### src/rtl/icache_direct.sv
// icache_direct: direct-mapped read-only instruction cache with one-word blocks; `define ICACHE_STATS_EN adds hit/miss counters
module icache_direct #(
  parameter int          NSETS   = 16,
  parameter logic [31:0] PC_INIT = 32'h0
) (
  input  logic        CLK,
  input  logic        nRST,
  input  logic        imemREN,
  input  logic [31:0] imemaddr,
  output logic [31:0] imemload,
  output logic        ihit,
  output logic        iREN,
  output logic [31:0] iaddr,
  input  logic [31:0] iload,
  input  logic        iwait
`ifdef ICACHE_STATS_EN
  ,
  output logic [31:0] hit_count,
  output logic [31:0] miss_count
`endif
);
  localparam int IDX_W = $clog2(NSETS);
  localparam int TAG_W = 30 - IDX_W;
  typedef enum logic {IDLE, FETCH} state_t;
  state_t           state_q, state_d;
  logic [29:0]      miss_addr_q, miss_addr_d;
  logic [NSETS-1:0] valid_q, valid_d;
  logic [TAG_W-1:0] tag_q [NSETS];
  logic [31:0]      data_q [NSETS];
  logic [IDX_W-1:0] idx, miss_idx;
  logic [TAG_W-1:0] tag, miss_tag;
  logic             hit, fill, miss;
  logic             unused;
  assign unused   = ^{PC_INIT, imemaddr[1:0]};
  assign idx      = imemaddr[IDX_W+1:2];
  assign tag      = imemaddr[31:IDX_W+2];
  assign miss_idx = miss_addr_q[IDX_W-1:0];
  assign miss_tag = miss_addr_q[29:IDX_W];
  always_comb begin
    hit         = state_q == IDLE && imemREN && valid_q[idx] && tag_q[idx] == tag;
    miss        = state_q == IDLE && imemREN && !hit;
    fill        = state_q == FETCH && !iwait;
    ihit        = hit;
    imemload    = hit ? data_q[idx] : '0;
    iREN        = state_q == FETCH;
    iaddr       = iREN ? {miss_addr_q, 2'b00} : '0;
    miss_addr_d = miss ? imemaddr[31:2] : miss_addr_q;
    state_d     = state_q == IDLE ? (miss ? FETCH : IDLE) : (iwait ? FETCH : IDLE);
    valid_d     = valid_q;
    if (fill) valid_d[miss_idx] = 1'b1;
  end
  always_ff @(posedge CLK) begin
    if (nRST) begin
      state_q     <= IDLE;
      miss_addr_q <= '0;
      valid_q     <= '0;
    end else begin
      state_q     <= state_d;
      miss_addr_q <= miss_addr_d;
      valid_q     <= valid_d;
    end
  end
  // a reset in the fill cycle wins: the frame keeps its old contents
  always_ff @(posedge CLK) begin
    if (fill && !nRST) begin
      tag_q[miss_idx]  <= miss_tag;
      data_q[miss_idx] <= iload;
    end
  end
`ifdef ICACHE_STATS_EN
  logic [31:0] hit_count_q, hit_count_d, miss_count_q, miss_count_d;
  always_comb begin
    hit_count_d  = hit_count_q + {31'd0, hit && hit_count_q != '1};
    miss_count_d = miss_count_q + {31'd0, miss && miss_count_q != '1};
  end
  always_ff @(posedge CLK) begin
    if (nRST) begin
      hit_count_q  <= '0;
      miss_count_q <= '0;
    end else begin
      hit_count_q  <= hit_count_d;
      miss_count_q <= miss_count_d;
    end
  end
  assign hit_count  = hit_count_q;
  assign miss_count = miss_count_q;
`endif
endmodule

### config.mk
export PLATFORM = sky130hd
export DESIGN_NAME = icache_direct
export DESIGN_NICKNAME = d
export VERILOG_FILES = /design/src/rtl/icache_direct.sv
export SDC_FILE = /design/constraint.sdc
export NUM_CORES = 1
export LEC_CHECK = 0
export CORE_MARGIN = 1.5
export CORE_UTILIZATION = 61
export CTS_BUF_LIST = sky130_fd_sc_hd__clkbuf_16
export DETAILED_ROUTE_END_ITERATION = 10
export GPL_ROUTABILITY_DRIVEN = 0
export PLACE_DENSITY_LB_ADDON = 0.2
export SYNTH_ARGS = -nofsm -noshare
export SYNTH_HDL_FRONTEND = slang
export SYNTH_SLANG_ARGS = --single-unit
### constraint.sdc
create_clock -name CLK -period 6.4 [get_ports CLK]
set_input_delay 0.64 -clock CLK [delete_from_list [all_inputs] [get_ports CLK]]
set_output_delay 0.64 -clock CLK [all_outputs]
set_load 0.1 [all_outputs]
* Word-level counts from Yosys, hierarchy flattened
Memory sizes are Yosys's and may differ from the RTL's.
Index checks and enable logic that the tools add are counted.
** Storage, ports and cells
- Output and inout bits :: 66
- Memories :: 2
- Word-level logic and storage cells :: 32
- Memory bits (writable) :: 928
- Bits of input ports :: 68
- Bits in registers :: 47
** Operators by class
- Magnitude comparators :: 3
- Reduce and logical (&&, ||, !) cells :: 10
- Bitwise logic cells :: 2
- Eq/ne operators :: 1
- Multiplexer cells :: 11
** Memories
- data_q :: words 16, bits a word 32, rd ports 1, clocked after Yosys merged registers in 0, wr ports 1, RTL line 29 : logic [31:0] data_q [NSETS];
- tag_q :: words 16, bits a word 26, rd ports 1, clocked after Yosys merged registers in 0, wr ports 1, RTL line 28 : logic [TAG_W-1:0] tag_q [NSETS];
** Operators with widths (number)
- 32-bit 2-to-1 mux :: 2
- 26-bit equality test :: 1
- 16-bit bitwise OR :: 1
- 4-bit by 5-bit < comparator with 1-bit output, second input constant :: 2
- 1-bit logical AND :: 7
- 1-bit 2-to-1 mux :: 7
- 1-bit binary-select mux with 4-bit select :: 1
- 1-bit demux with 4-bit select :: 1
- 4-bit by 1-bit greater-or-equal comparator with 1-bit output, second input constant :: 1
- 1-bit logical NOT :: 3
- 1-bit NOT :: 1

* Depth between registers and ports, before layout
- Depth in word-level cells :: 8
- Gate-level depth with buffers :: 15
- Gate-level depth less buffers :: 8

* Least setup slack after synthesis
No wires, ideal clock.
- Path kind :: register to register
- Start point :: register state_q (netlist: iREN)
- End point :: memory data_q[0][0], enable pin
- Setup time :: 548 ps
- Arrival time :: 5547 ps
- Stages on the path, launching flop included :: 4
- Path slack :: 306 ps
- Buffers on the path :: 0
- Period minus slack after synthesis :: 6094 ps
- Cells stage by stage :: dfxtp_1 -> nor4b_1 -> nand2b_1 -> nor3_1
** Between the ends
- Word-level cells in the longest chain between the ends :: 4
** RTL lines
- start: declaration :: RTL line 25 : state_t state_q, state_d;
- start signal: assignment :: RTL line 58 : state_q <= state_d;
- 1-bit logical AND :: RTL line 42 : fill = state_q == FETCH && !iwait;
- 1-bit logical AND :: RTL line 65 : if (fill && !nRST) begin
- 1-bit 2-to-1 mux :: RTL line 65
- 1-bit 2-to-1 mux (implied by the code) :: RTL line 67 : data_q[miss_idx] <= iload;
- end: declaration :: RTL line 29
Every way passes these cells.

* Worst setup path in the final report
- Start point :: input imemaddr[4]
- End point :: output imemload[8]
** Between the ends
- Word-level cells in the longest chain between the ends :: 5
- Elaborated cells on any way between the ends :: 8
- Classes of those cells :: eq/ne: 1; mux: 3; reduce/logical: 2; memory: 2
** RTL lines
- start: declaration :: RTL line 9 : input logic [31:0] imemaddr,
- branches (longest 4 deep; another with memory read 16 x 26 bit)
- 32-bit 2-to-1 mux * :: RTL line 44 : imemload = hit ? data_q[idx] : '0;
- end: declaration :: RTL line 10 : output logic [31:0] imemload,
Every way passes the cells marked *. The select of a mux whose other input is x is not followed.

==> results.sh <==
export IMPL_status="finished clean"
export IMPL_hpwlAfterDp_um=44600
export IMPL_vdd_ir_drop_max_mv=0.246
export IMPL_dp_cells=2777
export IMPL_insertion_delay_ns=0.65
export IMPL_cts_tree="built"
export IMPL_clock_sink_count=975
export IMPL_share_of_cells_above_drive_strength_1_pct=22.4
export IMPL_postCtsSetupBuffers=0
export IMPL_timing_critical_path_to_type="output port"
export IMPL_min_delay_path_depth=1
export IMPL_cts_root_buffer_cell="sky130_fd_sc_hd__clkbuf_16"
export IMPL_timing_rr_end="tag_q[13][18]$_DFFE_PP_"
export IMPL_seqCellArea_um2=28800
export IMPL_min_delay_start="valid_q[15]$_SDFFE_PP0P_"
export IMPL_gate_count_of_the_mapped_netlist=1882
export IMPL_post_route_total_power_mw=13.1
export IMPL_postCtsResizedCells=0
export IMPL_synthArstFlopShare_pct=0
export IMPL_cts_buffers_inserted=94
export IMPL_cts_hold_fix_buffers=0
export IMPL_cts_root_to_sink_buffers=3
export IMPL_min_delay_worst_endpoint="valid_q[15]$_SDFFE_PP0P_"
export IMPL_finalInstanceArea_um2=44200
export IMPL_reg2reg_from="iREN$_SDFF_PP0_"
export IMPL_maxSlewHeadroom_pct=17.7
export IMPL_drt_wl_total_um=87400
export IMPL_clk_pin_slew_ns=0.06
export IMPL_setup_violations=0
export IMPL_global_route_usage_total_pct=27.7
export IMPL_floorplan_core_area_um2=63000
export IMPL_vias=19600
export IMPL_timing_reg2reg_worst_path_depth=4
export IMPL_synth_ff_latch_count=975
export IMPL_grt_setup_unrepaired="no"
export IMPL_die_area_um2=65000
export IMPL_grt_antenna_before_repair=0
export IMPL_synthesis_area_um2=38700
export IMPL_hold_viol_final=0
export IMPL_placement_rows=92
export IMPL_p_leak_nw=14.3
export IMPL_synth_warning_count=0
export IMPL_multi_input_comb_area_um2=9400
export IMPL_number_of_global_route_vias_before_repair=19500
export IMPL_global_route_total_overflow=0
export IMPL_numPortBuffers=129
export IMPL_final_nets=2095
export IMPL_post_route_drc_count=0
export IMPL_post_layout_nonfiller_instances=2945
export IMPL_die_x_um=255
export IMPL_place_ws_ns=0.996
export IMPL_critPathRequiredTime_ns=5.76
export IMPL_post_route_min_period_ns=5.48
export IMPL_achievable_frequency_ghz=0.183
export IMPL_wl_per_cell_um=29.7
export IMPL_synth_enable_flop_cells=928
export IMPL_finalCritPeriodShare_pct=85.6
export IMPL_first_pass_iters=6
export IMPL_synth_seq_area_share_pct=74.4
export IMPL_chipHeight_um=255
export IMPL_synth_flop_cell="sky130_fd_sc_hd__edfxtp_1"
export IMPL_growth_of_design_area_from_synthesis_to_finish_pct=14.2
export IMPL_cp_data_arrival_time_ns=4.84
export IMPL_num_fill_cells=3840
export IMPL_grt_max_degree=84
export IMPL_criticalPathCategory="in2out"
export IMPL_syn_area_per_cell_um2=20.6
export IMPL_final_setup_skew_ns=0.0197
export IMPL_worst_slew_pin_slew_ns=1.23
export IMPL_path_class_of_the_lowest_slack_min_delay_path="reg2reg"
export IMPL_final_core_util_pct=70.2
export IMPL_grt_first_pass_wirelength_um=128000
export IMPL_postRouteAntennaNets=0
export IMPL_minimum_hold_slack_ns=0.448
export IMPL_start_kind="input pin"
export IMPL_ios=134
export IMPL_starting_density_pct=61.5
export IMPL_r2r_setup_slack_ns=2.92
export IMPL_power_per_cell_area_nw_per_um2=296
export IMPL_finalMaxSlewViolations=0
export IMPL_number_of_vias_per_cell_after_detailed_routing=6.64
export IMPL_post_dp_cell_area_um2=41300
export IMPL_drt_iter0_drc=2220
export IMPL_finalSetupTns_ns=0
export IMPL_yosys_cell_types_count=61
export IMPL_h_tree_depth=3
export IMPL_timing_max_cap_violations=0
export IMPL_setup_slack_ns=0.923
export IMPL_critical_path_max_fanout=50
## kinds of logic after synthesis
| family | share of synthesized area [%] |
|---|---|
| DFF | 74.4 |
| muxes | 16.4 |
| and+or+nand+nor | 4.45 |
| AOI/OAI and AO/OA | 2.63 |
| buffers and inverters | 1.65 |
| xor gates and xnor gates | 0.520 |
| other | 0.00968 |
## flip-flops by register name (all words and copies together), names as in the netlist
register,cells
iREN,1
valid_q,16
miss_addr_q,30
data_q,512
tag_q,416
## layout make-up
class                           count  area share, %
Multi-Input combinational cell    777           21.3
Sequential cell                   975           65.2
Clock inverter                     71           1.06
Timing Repair Buffer              172           4.64
Inverter                            7         0.0651
Tap cell                          846           2.39
Antenna cell                        1        0.00566
Clock buffer                       96           5.43
## how the worst max path moves through the flow
stage	slack [ns]	start	endpoint	cells past startpoint
after floorplan	0.31	iREN$_SDFF_PP0_	data_q[0][0]$_DFFE_PP_	3
final	0.92	imemaddr[4]	imemload[8]	11
after detailed placement	1.0	imemaddr[4]	imemload[14]	11
after global routing	0.84	imemaddr[4]	imemload[8]	11
after global placement	1.07	imemaddr[4]	imemload[24]	11
after CTS	0.99	imemaddr[4]	imemload[25]	11
## cell usage after synthesis, drive strengths merged (4+ instances only)
library cell | count | area [um2]
buf | 57 | 362
a32oi | 31 | 272
a211oi | 6 | 45.0
nor3b | 28 | 210
xor2 | 9 | 78.8
clkbuf | 67 | 251
and2 | 38 | 238
inv | 6 | 22.5
nor4 | 5 | 31.3
dfxtp | 47 | 941
nor2 | 19 | 71.3
xnor2 | 14 | 123
nand2b | 9 | 56.3
nand2 | 51 | 191
nor3 | 12 | 60.1
a22oi | 15 | 113
a221oi | 8 | 82.6
or4 | 34 | 255
edfxtp | 928 | 27900
a21o | 16 | 120
o21ai | 36 | 180
nor2b | 40 | 250
nand3 | 33 | 165
a22o | 4 | 35.0
mux4 | 249 | 5610
nor4b | 4 | 35.0
mux2i | 70 | 701
nand4 | 8 | 50.1
## report_power, final
| part | switching, mW | internal [mW] | leakage [nW] |
|---|---|---|---|
| clock network | 2.25 | 2.94 | 1.51 |
| registers | 0.112 | 7.08 | 8.83 |
| logic | 0.417 | 0.301 | 3.95 |
| total | 2.78 | 10.3 | 14.3 |
## cell usage in the layout, fill, tap and decap left out, types with 9 or more instances in the layout
cell and instances:
sky130_fd_sc_hd__nor3b_1 28, sky130_fd_sc_hd__inv_1 33, sky130_fd_sc_hd__a21o_1 16, sky130_fd_sc_hd__nand3_1 33, sky130_fd_sc_hd__buf_12 41, sky130_fd_sc_hd__nand2_1 51
sky130_fd_sc_hd__clkinv_2 9, sky130_fd_sc_hd__xnor2_1 14, sky130_fd_sc_hd__clkbuf_16 96, sky130_fd_sc_hd__a22oi_1 15, sky130_fd_sc_hd__or4_1 34, sky130_fd_sc_hd__clkinv_1 23
sky130_fd_sc_hd__a32oi_1 31, sky130_fd_sc_hd__xor2_1 9, sky130_fd_sc_hd__and2_1 38, sky130_fd_sc_hd__nor2b_1 40, sky130_fd_sc_hd__nor2_4 12, sky130_fd_sc_hd__dfxtp_1 47
sky130_fd_sc_hd__edfxtp_1 928, sky130_fd_sc_hd__buf_4 36, sky130_fd_sc_hd__o21ai_0 35, sky130_fd_sc_hd__mux2i_1 70, sky130_fd_sc_hd__clkdlybuf4s50_1 92, sky130_fd_sc_hd__mux4_2 248
## per-layer routing
| layer | global-route usage, % | routed length, um |
|---|---|---|
| met5 | 0 | 0 |
| met1 | 38.3 | 33600 |
| met4 | 8.05 | 2180 |
| met3 | 3.86 | 5670 |
| met2 | 46.8 | 46000 |
## worst max-delay path, cell delays in order
cell                       delay, ns
sky130_fd_sc_hd__buf_6          0.46
sky130_fd_sc_hd__mux4_2         0.59
sky130_fd_sc_hd__a22o_1         0.24
sky130_fd_sc_hd__a221oi_1       0.46
sky130_fd_sc_hd__xnor2_1        0.14
sky130_fd_sc_hd__or4_1          0.54
sky130_fd_sc_hd__nor4_1         0.46
sky130_fd_sc_hd__nand4_1        0.31
sky130_fd_sc_hd__buf_4          0.37
sky130_fd_sc_hd__nor2b_1        0.32
sky130_fd_sc_hd__buf_12         0.22
Power figures use the tool's default switching activity.
